[config.mk]
export PLATFORM = sky130hd
export DESIGN_NAME = idma_job_dispatcher
export DESIGN_NICKNAME = d
export VERILOG_FILES = /design/src/rtl/redmule_tile_pkg.sv /design/src/rtl/idma_dispatch_tag_fifo.sv /design/src/rtl/idma_job_dispatcher.sv
export SDC_FILE = /design/constraint.sdc
export NUM_CORES = 1
export LEC_CHECK = 0
export BUFFER_PORTS_ARGS = -buffer_cell sky130_fd_sc_hd__buf_2
export CAP_MARGIN = 20
export CORE_AREA = 3 3 330 332
export CTS_BUF_LIST = sky130_fd_sc_hd__clkbuf_16
export CTS_CLUSTER_SIZE = 28
export DETAILED_ROUTE_END_ITERATION = 7
export DIE_AREA = 0 0 333 335
export GPL_TIMING_DRIVEN = 0
export PLACE_DENSITY_LB_ADDON = 0.3
export SLEW_MARGIN = 20
export SYNTH_ARGS = -nofsm -noshare
export SYNTH_HDL_FRONTEND = slang
export SYNTH_SLANG_ARGS = --single-unit
[constraint.sdc]
create_clock -name clk_i -period 3.19 [get_ports clk_i]
set_input_delay 0.638 -clock clk_i [delete_from_list [all_inputs] [get_ports clk_i]]
set_output_delay 0.638 -clock clk_i [all_outputs]
set_load 0.005 [all_outputs]
[src/rtl/redmule_tile_pkg.sv]
// redmule_tile_pkg: tile-wide iDMA types and dispatcher sizing constants.
package redmule_tile_pkg;

    typedef enum logic {
        AXI2OBI = 1'b0,
        OBI2AXI = 1'b1
    } idma_transfer_ch_e;

    typedef struct packed {
        logic [31:0] src_addr;
        logic [31:0] dst_addr;
        logic [31:0] length;
        logic [31:0] src_stride;
        logic [31:0] dst_stride;
        logic [31:0] num_reps;
    } idma_nd_req_t;

    localparam int unsigned iDMA_DispatchNumReq         = 2;
    localparam int unsigned iDMA_DispatchMaxOutstanding = 4;

    function automatic int unsigned idx_width(input int unsigned n);
        return (n > 1) ? $clog2(n) : 1;
    endfunction

endpackage

[src/rtl/idma_dispatch_tag_fifo.sv]
// idma_dispatch_tag_fifo: in-order FIFO of requester indices awaiting channel completion.
module idma_dispatch_tag_fifo #(
    parameter int unsigned Depth = 4,
    parameter int unsigned Width = 1
) (
    input  logic             clk_i,
    input  logic             rst_ni,
    input  logic             clear_i,
    input  logic             push_i,
    input  logic [Width-1:0] data_i,
    input  logic             pop_i,
    output logic [Width-1:0] data_o,
    output logic             full_o,
    output logic             empty_o
);
    localparam int unsigned PtrW = (Depth > 1) ? $clog2(Depth) : 1;
    localparam int unsigned CntW = $clog2(Depth + 1);
    localparam logic [PtrW-1:0] LastPtr = PtrW'(Depth - 1);
    localparam logic [CntW-1:0] FullCnt = CntW'(Depth);

    logic [Depth-1:0][Width-1:0] mem_q;
    logic [PtrW-1:0]             rd_q, rd_d, wr_q, wr_d;
    logic [CntW-1:0]             cnt_q, cnt_d;

    assign full_o  = cnt_q == FullCnt;
    assign empty_o = cnt_q == '0;
    assign data_o  = mem_q[rd_q];

    always_comb begin
        wr_d  = clear_i ? '0 : !push_i ? wr_q : (wr_q == LastPtr) ? '0 : wr_q + PtrW'(1);
        rd_d  = clear_i ? '0 : !pop_i ? rd_q : (rd_q == LastPtr) ? '0 : rd_q + PtrW'(1);
        cnt_d = clear_i ? '0 : cnt_q + CntW'(push_i) - CntW'(pop_i);
    end

    always_ff @(posedge clk_i or negedge rst_ni) begin
        if (!rst_ni) begin
            rd_q  <= '0;
            wr_q  <= '0;
            cnt_q <= '0;
        end else begin
            rd_q  <= rd_d;
            wr_q  <= wr_d;
            cnt_q <= cnt_d;
        end
    end

    always_ff @(posedge clk_i) begin
        if (push_i) mem_q[wr_q] <= data_i;
    end

`ifndef SYNTHESIS
    // The dispatcher stops granting at MaxOutstanding, so a full FIFO is never pushed.
    assert property (@(posedge clk_i) disable iff (!rst_ni || clear_i) !(push_i && full_o));
    assert property (@(posedge clk_i) disable iff (!rst_ni || clear_i) !(pop_i && empty_o));
`endif

endmodule

[src/rtl/idma_job_dispatcher.sv]
// idma_job_dispatcher: round-robin dispatch of 2D iDMA jobs onto the AXI2OBI/OBI2AXI channels.
// Defining IDMA_DISPATCH_PERF_EN adds per-channel job handshake counters on perf_jobs_o.
module idma_job_dispatcher
    import redmule_tile_pkg::*;
#(
    parameter int unsigned  NumReq         = iDMA_DispatchNumReq,
    parameter int unsigned  MaxOutstanding = iDMA_DispatchMaxOutstanding,
    parameter type          job_t          = idma_nd_req_t,
    localparam int unsigned ReqIdxW        = idx_width(NumReq)
) (
    input  logic                    clk_i,
    input  logic                    rst_ni,
    input  logic                    clear_i,
    input  logic [NumReq-1:0]       req_valid_i,
    output logic [NumReq-1:0]       req_ready_o,
    input  job_t [NumReq-1:0]       req_job_i,
    input  logic [NumReq-1:0]       req_dir_i,
    output logic [1:0]              ch_valid_o,
    input  logic [1:0]              ch_ready_i,
    output job_t [1:0]              ch_job_o,
    input  logic [1:0]              ch_done_i,
    output logic [1:0]              cpl_valid_o,
    output logic [1:0][ReqIdxW-1:0] cpl_req_o,
    output logic                    busy_o,
    output logic                    err_o,
    output logic [1:0][31:0]        perf_jobs_o
);
    localparam int unsigned OutW = $clog2(MaxOutstanding + 1);
    localparam logic [ReqIdxW-1:0] LastReq = ReqIdxW'(NumReq - 1);

    logic [1:0]               accept, push, pop, fifo_full, fifo_empty;
    logic [NumReq-1:0]        elig;
    logic                     gnt_valid;
    logic [ReqIdxW-1:0]       gnt_idx, rr_q, rr_d;
    idma_transfer_ch_e        gnt_dir;
    logic [1:0][OutW-1:0]     out_q, out_d;
    logic [1:0]               ch_valid_q, ch_valid_d, cpl_valid_q, cpl_valid_d;
    job_t [1:0]               ch_job_q, ch_job_d;
    logic [1:0][ReqIdxW-1:0]  fifo_head, cpl_req_q, cpl_req_d;
    logic                     err_q, err_d;

    // The FIFO fill level tracks out_q exactly, so its full flag doubles as the outstanding limit.
    assign accept = (~ch_valid_q | ch_ready_i) & ~fifo_full;

    always_comb begin
        elig      = '0;
        gnt_valid = 1'b0;
        gnt_idx   = '0;
        for (int i = 0; i < int'(NumReq); i++)
            elig[i] = req_valid_i[i] & accept[req_dir_i[i]] & ~clear_i;
        for (int k = 0; k < int'(NumReq); k++) begin
            if (!gnt_valid && elig[ReqIdxW'((int'(rr_q) + k) % int'(NumReq))]) begin
                gnt_valid = 1'b1;
                gnt_idx   = ReqIdxW'((int'(rr_q) + k) % int'(NumReq));
            end
        end
        gnt_dir     = idma_transfer_ch_e'(req_dir_i[gnt_idx]);
        req_ready_o = gnt_valid ? (NumReq'(1) << gnt_idx) : '0;
        rr_d        = clear_i ? '0 : !gnt_valid ? rr_q : (gnt_idx == LastReq) ? '0 : gnt_idx + ReqIdxW'(1);
    end

    always_comb begin
        push = '0;
        if (gnt_valid) push[gnt_dir] = 1'b1;
        // A done with nothing outstanding is flagged, never popped.
        pop   = ch_done_i & ~fifo_empty;
        err_d = err_q;
        for (int c = 0; c < 2; c++) begin
            err_d          = err_d | (ch_done_i[c] & (out_q[c] == '0));
            out_d[c]       = clear_i ? '0 : out_q[c] + OutW'(push[c]) - OutW'(pop[c]);
            ch_valid_d[c]  = ~clear_i & (push[c] | (ch_valid_q[c] & ~ch_ready_i[c]));
            ch_job_d[c]    = clear_i ? '0 : push[c] ? req_job_i[gnt_idx] : ch_job_q[c];
            cpl_valid_d[c] = ~clear_i & pop[c];
            cpl_req_d[c]   = clear_i ? '0 : pop[c] ? fifo_head[c] : cpl_req_q[c];
        end
        err_d = err_d & ~clear_i;
    end

    always_ff @(posedge clk_i or negedge rst_ni) begin
        if (!rst_ni) begin
            rr_q        <= '0;
            out_q       <= '0;
            ch_valid_q  <= '0;
            ch_job_q    <= '0;
            cpl_valid_q <= '0;
            cpl_req_q   <= '0;
            err_q       <= 1'b0;
        end else begin
            rr_q        <= rr_d;
            out_q       <= out_d;
            ch_valid_q  <= ch_valid_d;
            ch_job_q    <= ch_job_d;
            cpl_valid_q <= cpl_valid_d;
            cpl_req_q   <= cpl_req_d;
            err_q       <= err_d;
        end
    end

    for (genvar c = 0; c < 2; c++) begin : g_ch
        idma_dispatch_tag_fifo #(
            .Depth (MaxOutstanding),
            .Width (ReqIdxW)
        ) u_tag_fifo (
            .clk_i,
            .rst_ni,
            .clear_i,
            .push_i  (push[c]),
            .data_i  (gnt_idx),
            .pop_i   (pop[c]),
            .data_o  (fifo_head[c]),
            .full_o  (fifo_full[c]),
            .empty_o (fifo_empty[c])
        );
    end

    assign ch_valid_o  = ch_valid_q;
    assign ch_job_o    = ch_job_q;
    assign cpl_valid_o = cpl_valid_q;
    assign cpl_req_o   = cpl_req_q;
    assign err_o       = err_q;
    assign busy_o      = (|out_q) | (|ch_valid_q);

`ifdef IDMA_DISPATCH_PERF_EN
    logic [1:0][31:0] perf_q;

    always_ff @(posedge clk_i or negedge rst_ni) begin
        if (!rst_ni) perf_q <= '0;
        else for (int c = 0; c < 2; c++) perf_q[c] <= clear_i ? '0 : perf_q[c] + 32'(ch_valid_q[c] & ch_ready_i[c]);
    end

    assign perf_jobs_o = perf_q;
`else
    assign perf_jobs_o = '0;
`endif

endmodule

==> impl_metrics.env <==
export IMPL_status="finished, final reports clean"
export IMPL_post_synth_num_cell_types=44
export IMPL_setup_slack_ns=0.249
export IMPL_min_from="req_job_i[337]"
export IMPL_rr_worst_depth=7
export IMPL_die_y_um=335
export IMPL_fin_nets=2894
export IMPL_core_area_um2=107000
export IMPL_synthTopCellsByArea="dfrtp_1 52%, a221o_1 19%, nor3b_1 15%"
export IMPL_slew_headroom=0.259
export IMPL_ant_nets=0
export IMPL_viasPerCell=4.67
export IMPL_dp_hpwl_um=79400
export IMPL_path_clk_slew_ns=0.06
export IMPL_synth_fa_ha_area_frac=0.0142
export IMPL_ios=853
export IMPL_synth_compound_area_frac=0.203
export IMPL_cts_tree="yes"
export IMPL_yosys_warnings=0
export IMPL_vias=18400
export IMPL_dp_slack_ns=-0.503
export IMPL_yosysMostFrequentCell="dfrtp_1"
export IMPL_htree_levels=2
export IMPL_worstSetupStartpointType="register"
export IMPL_drv_slew=0
export IMPL_rsz0062_at_grt="false"
export IMPL_antenna_found_initial=38
export IMPL_die_x_um=333
export IMPL_clock_sinks=420
export IMPL_placementRows=120
export IMPL_yosysTopAreaCellShare=0.521
export IMPL_crit_type="register to output port"
export IMPL_fmax_ghz=0.340
export IMPL_grt_pass1_wl_um=144000
export IMPL_grt_pass1_vias=18800
export IMPL_finalCriticalPeriod_ns=2.94
export IMPL_critical_path_top_delay_family="simple AND/OR/NAND/NOR gates"
export IMPL_peakVddDrop_mv=0.387
export IMPL_cp_depth=5
export IMPL_worst_setup_path_end_kind="output port"
export IMPL_slowest_stage="or3b_1"
export IMPL_async_flop_share=0.981
export IMPL_wl_per_cell_um=26.3
export IMPL_yosysTopAreaCell="dfrtp_1"
export IMPL_drt_total_wl_um=104000
export IMPL_grtUsageTotal=0.177
export IMPL_grt_max_degree=89
export IMPL_synth_edf_count=8
export IMPL_dr_pass1_iters=5
export IMPL_critPathRequiredTime_ns=2.55
export IMPL_hold_viol_final=0
export IMPL_initial_core_util=0.186
export IMPL_synthMuxAreaShare=0.00285
export IMPL_worstHoldPathCells=2
export IMPL_synth_top_family_by_area="compound AO/OA/AOI/OAI gates"
export IMPL_timing_final_crit_share=0.922
export IMPL_yosys_area_share_simple=0.162
export IMPL_powerDensity_nw_per_um2=567
export IMPL_portBuffers=786
export IMPL_path_max_fanout=4
export IMPL_holdWs_ns=0.268
export IMPL_finalSetupViolations=0
export IMPL_synthXorXnorAreaFrac=0.00576
export IMPL_fin_cells=3940
export IMPL_ys_ff_latch=420
export IMPL_post_route_drc_count=0
export IMPL_slowest_delay_ns=0.46
export IMPL_dp_cells=3828
export IMPL_clk_latency_ns=0.61
export IMPL_post_cts_buffers=0
export IMPL_worst_slew_pin_slew_ns=1.11
export IMPL_root_buffer="clkbuf_16"
export IMPL_drive_gt1_frac=0.423
export IMPL_die_area_um2=112000
export IMPL_synth_cells=1570
export IMPL_hold_class="primary input to register"
export IMPL_numCtsBuffers=53
export IMPL_worstReg2RegStart="g_ch[1].u_tag_fifo.cnt_q[1]"
export IMPL_synth_seq_area_share=0.534
export IMPL_netlist_top_cells_count="412 x dfrtp_1, 384 x a221o_1, 384 x nor3b_1"
export IMPL_p_leak_uw=0.0138
export IMPL_critPathBufInv=1
export IMPL_worstPathArrival_ns=2.30
export IMPL_yosys_most_used_dff="dfrtp_1"
export IMPL_clock_skew_ns=0.0166
export IMPL_first_iter_violations=1241
export IMPL_synth_area_um2=19800
export IMPL_synthToLayoutAreaGrowth_pct=39.7
export IMPL_crit_chain="or3b_1 > and4_4 > nor2_1 > nor3_1 > buf_2"
export IMPL_utilization=0.259
export IMPL_gp_congestion=0.842
export IMPL_critPathLaunch="g_ch[1].u_tag_fifo.cnt_q[1]"
export IMPL_drv_cap=0
export IMPL_clock_path_buffers=3
export IMPL_grt_overflow_total=0
export IMPL_avgSynthCellArea_um2=12.6
-- kinds of logic after synthesis --
family,after synthesis
AO/OA/AOI/OAI,405
XOR/XNOR,13
adder cells (fa/ha/maj),20
buffers and inverters,261
flip-flops,420
multiplexers,3
other,1
AND/OR/NAND/NOR,447
-- per-layer routing --
| layer | up-vias | share of wire | GRT usage |
|---|---|---|---|
| li1 | 7978 | - | - |
| met1 | 9276 | 0.41 | 0.222 |
| met2 | 948 | 0.47 | 0.291 |
| met3 | 197 | 0.086 | 0.0531 |
| met4 | 12 | 0.032 | 0.0572 |
| met5 | - | 0.00078 | 0 |
-- sequential cells by signal (all words and copies together), names as in the netlist --
| name | cells |
|---|---|
| g_ch.u_tag_fifo.wr_q | 4 |
| g_ch.u_tag_fifo.mem_q | 8 |
| g_ch.u_tag_fifo.rd_q | 4 |
| rr_q | 1 |
| ch_valid_o | 2 |
| cpl_valid_o | 2 |
| ch_job_o | 384 |
| g_ch.u_tag_fifo.cnt_q | 6 |
| err_o | 1 |
| cpl_req_o | 2 |
| out_q | 6 |
-- cells in the final DEF, fill, tap and decap left out, types with 4 or more instances in the layout --
cell and count:
clkbuf_2 7, buf_16 5, nor3b_1 384, xor2_1 5, edfxtp_1 8, a221o_1 384, clkinv_1 14, clkbuf_16 55
nor2b_1 5, inv_1 33, xnor2_1 8, diode_2 17, buf_2 872, and2_1 8, fa_1 4, dfrtp_1 412
buf_4 67, clkbuf_1 45, bufinv_16 5, nor2_1 25, clkinv_2 9, conb_1 64, buf_6 28, ha_1 16
nand2_1 9
-- power by group --
| group | total [uW] | internal, uW | switching (uW) |
|---|---|---|---|
| clock | 6030 | 3490 | 2530 |
| sequential | 6270 | 5890 | 384 |
| combinational | 3350 | 1410 | 1940 |
| total | 15600 | 10800 | 4850 |
-- worst register-to-register path, delay by kind of cell, from the launching register on --
family,cells,cell delay (ns)
AO/OA/AOI/OAI,2,0.65
buffers and inverters,2,0.91
flip-flops,1,0.42
AND/OR/NAND/NOR,3,0.84
-- worst paths after layout --
kind / to / slack (ns)
max in group asynchronous: ch_job_o[99] / 1.15
worst min register to register: err_o / 0.50
worst max register to register: ch_job_o[347] / 0.25
min in group asynchronous: ch_job_o[69] / 0.49
worst min-delay path: ch_job_o[145] / 0.27
worst max-delay path: req_ready_o[0] / 0.25
-- stage by stage --
step | TNS [ns] | total power (uW) | instance area, um2
after floorplan | 0 | 7900 | 20000
after global placement | -3379.09 | 9730 | 25700
after detailed placement | -15.01 | 9740 | 25900
after CTS | 0 | 15900 | 27600
after global routing | 0 | 16400 | 27600
final | 0 | 15600 | 27600
-- area by class of cell --
| class | count | area [um2] |
|---|---|---|
| multi-input combinational | 952 | 7920 |
| timing repair buffer | 793 | 4110 |
| buffer | 236 | 1470 |
| antenna | 17 | 42.5 |
| tap | 1403 | 1760 |
| fill | 11500 | 79000 |
| inverter | 23 | 86.3 |
| clock buffer | 55 | 1380 |
| clock inverter | 41 | 309 |
| sequential | 420 | 10600 |
-- what timing repair did --
action	4_1_cts	5_1_grt
hold buffers	1	0
resized for setup	2	1
hold endpoints to repair	29	0
setup endpoints to repair	4	30
Note: power is estimated with default switching activity, not from simulation.
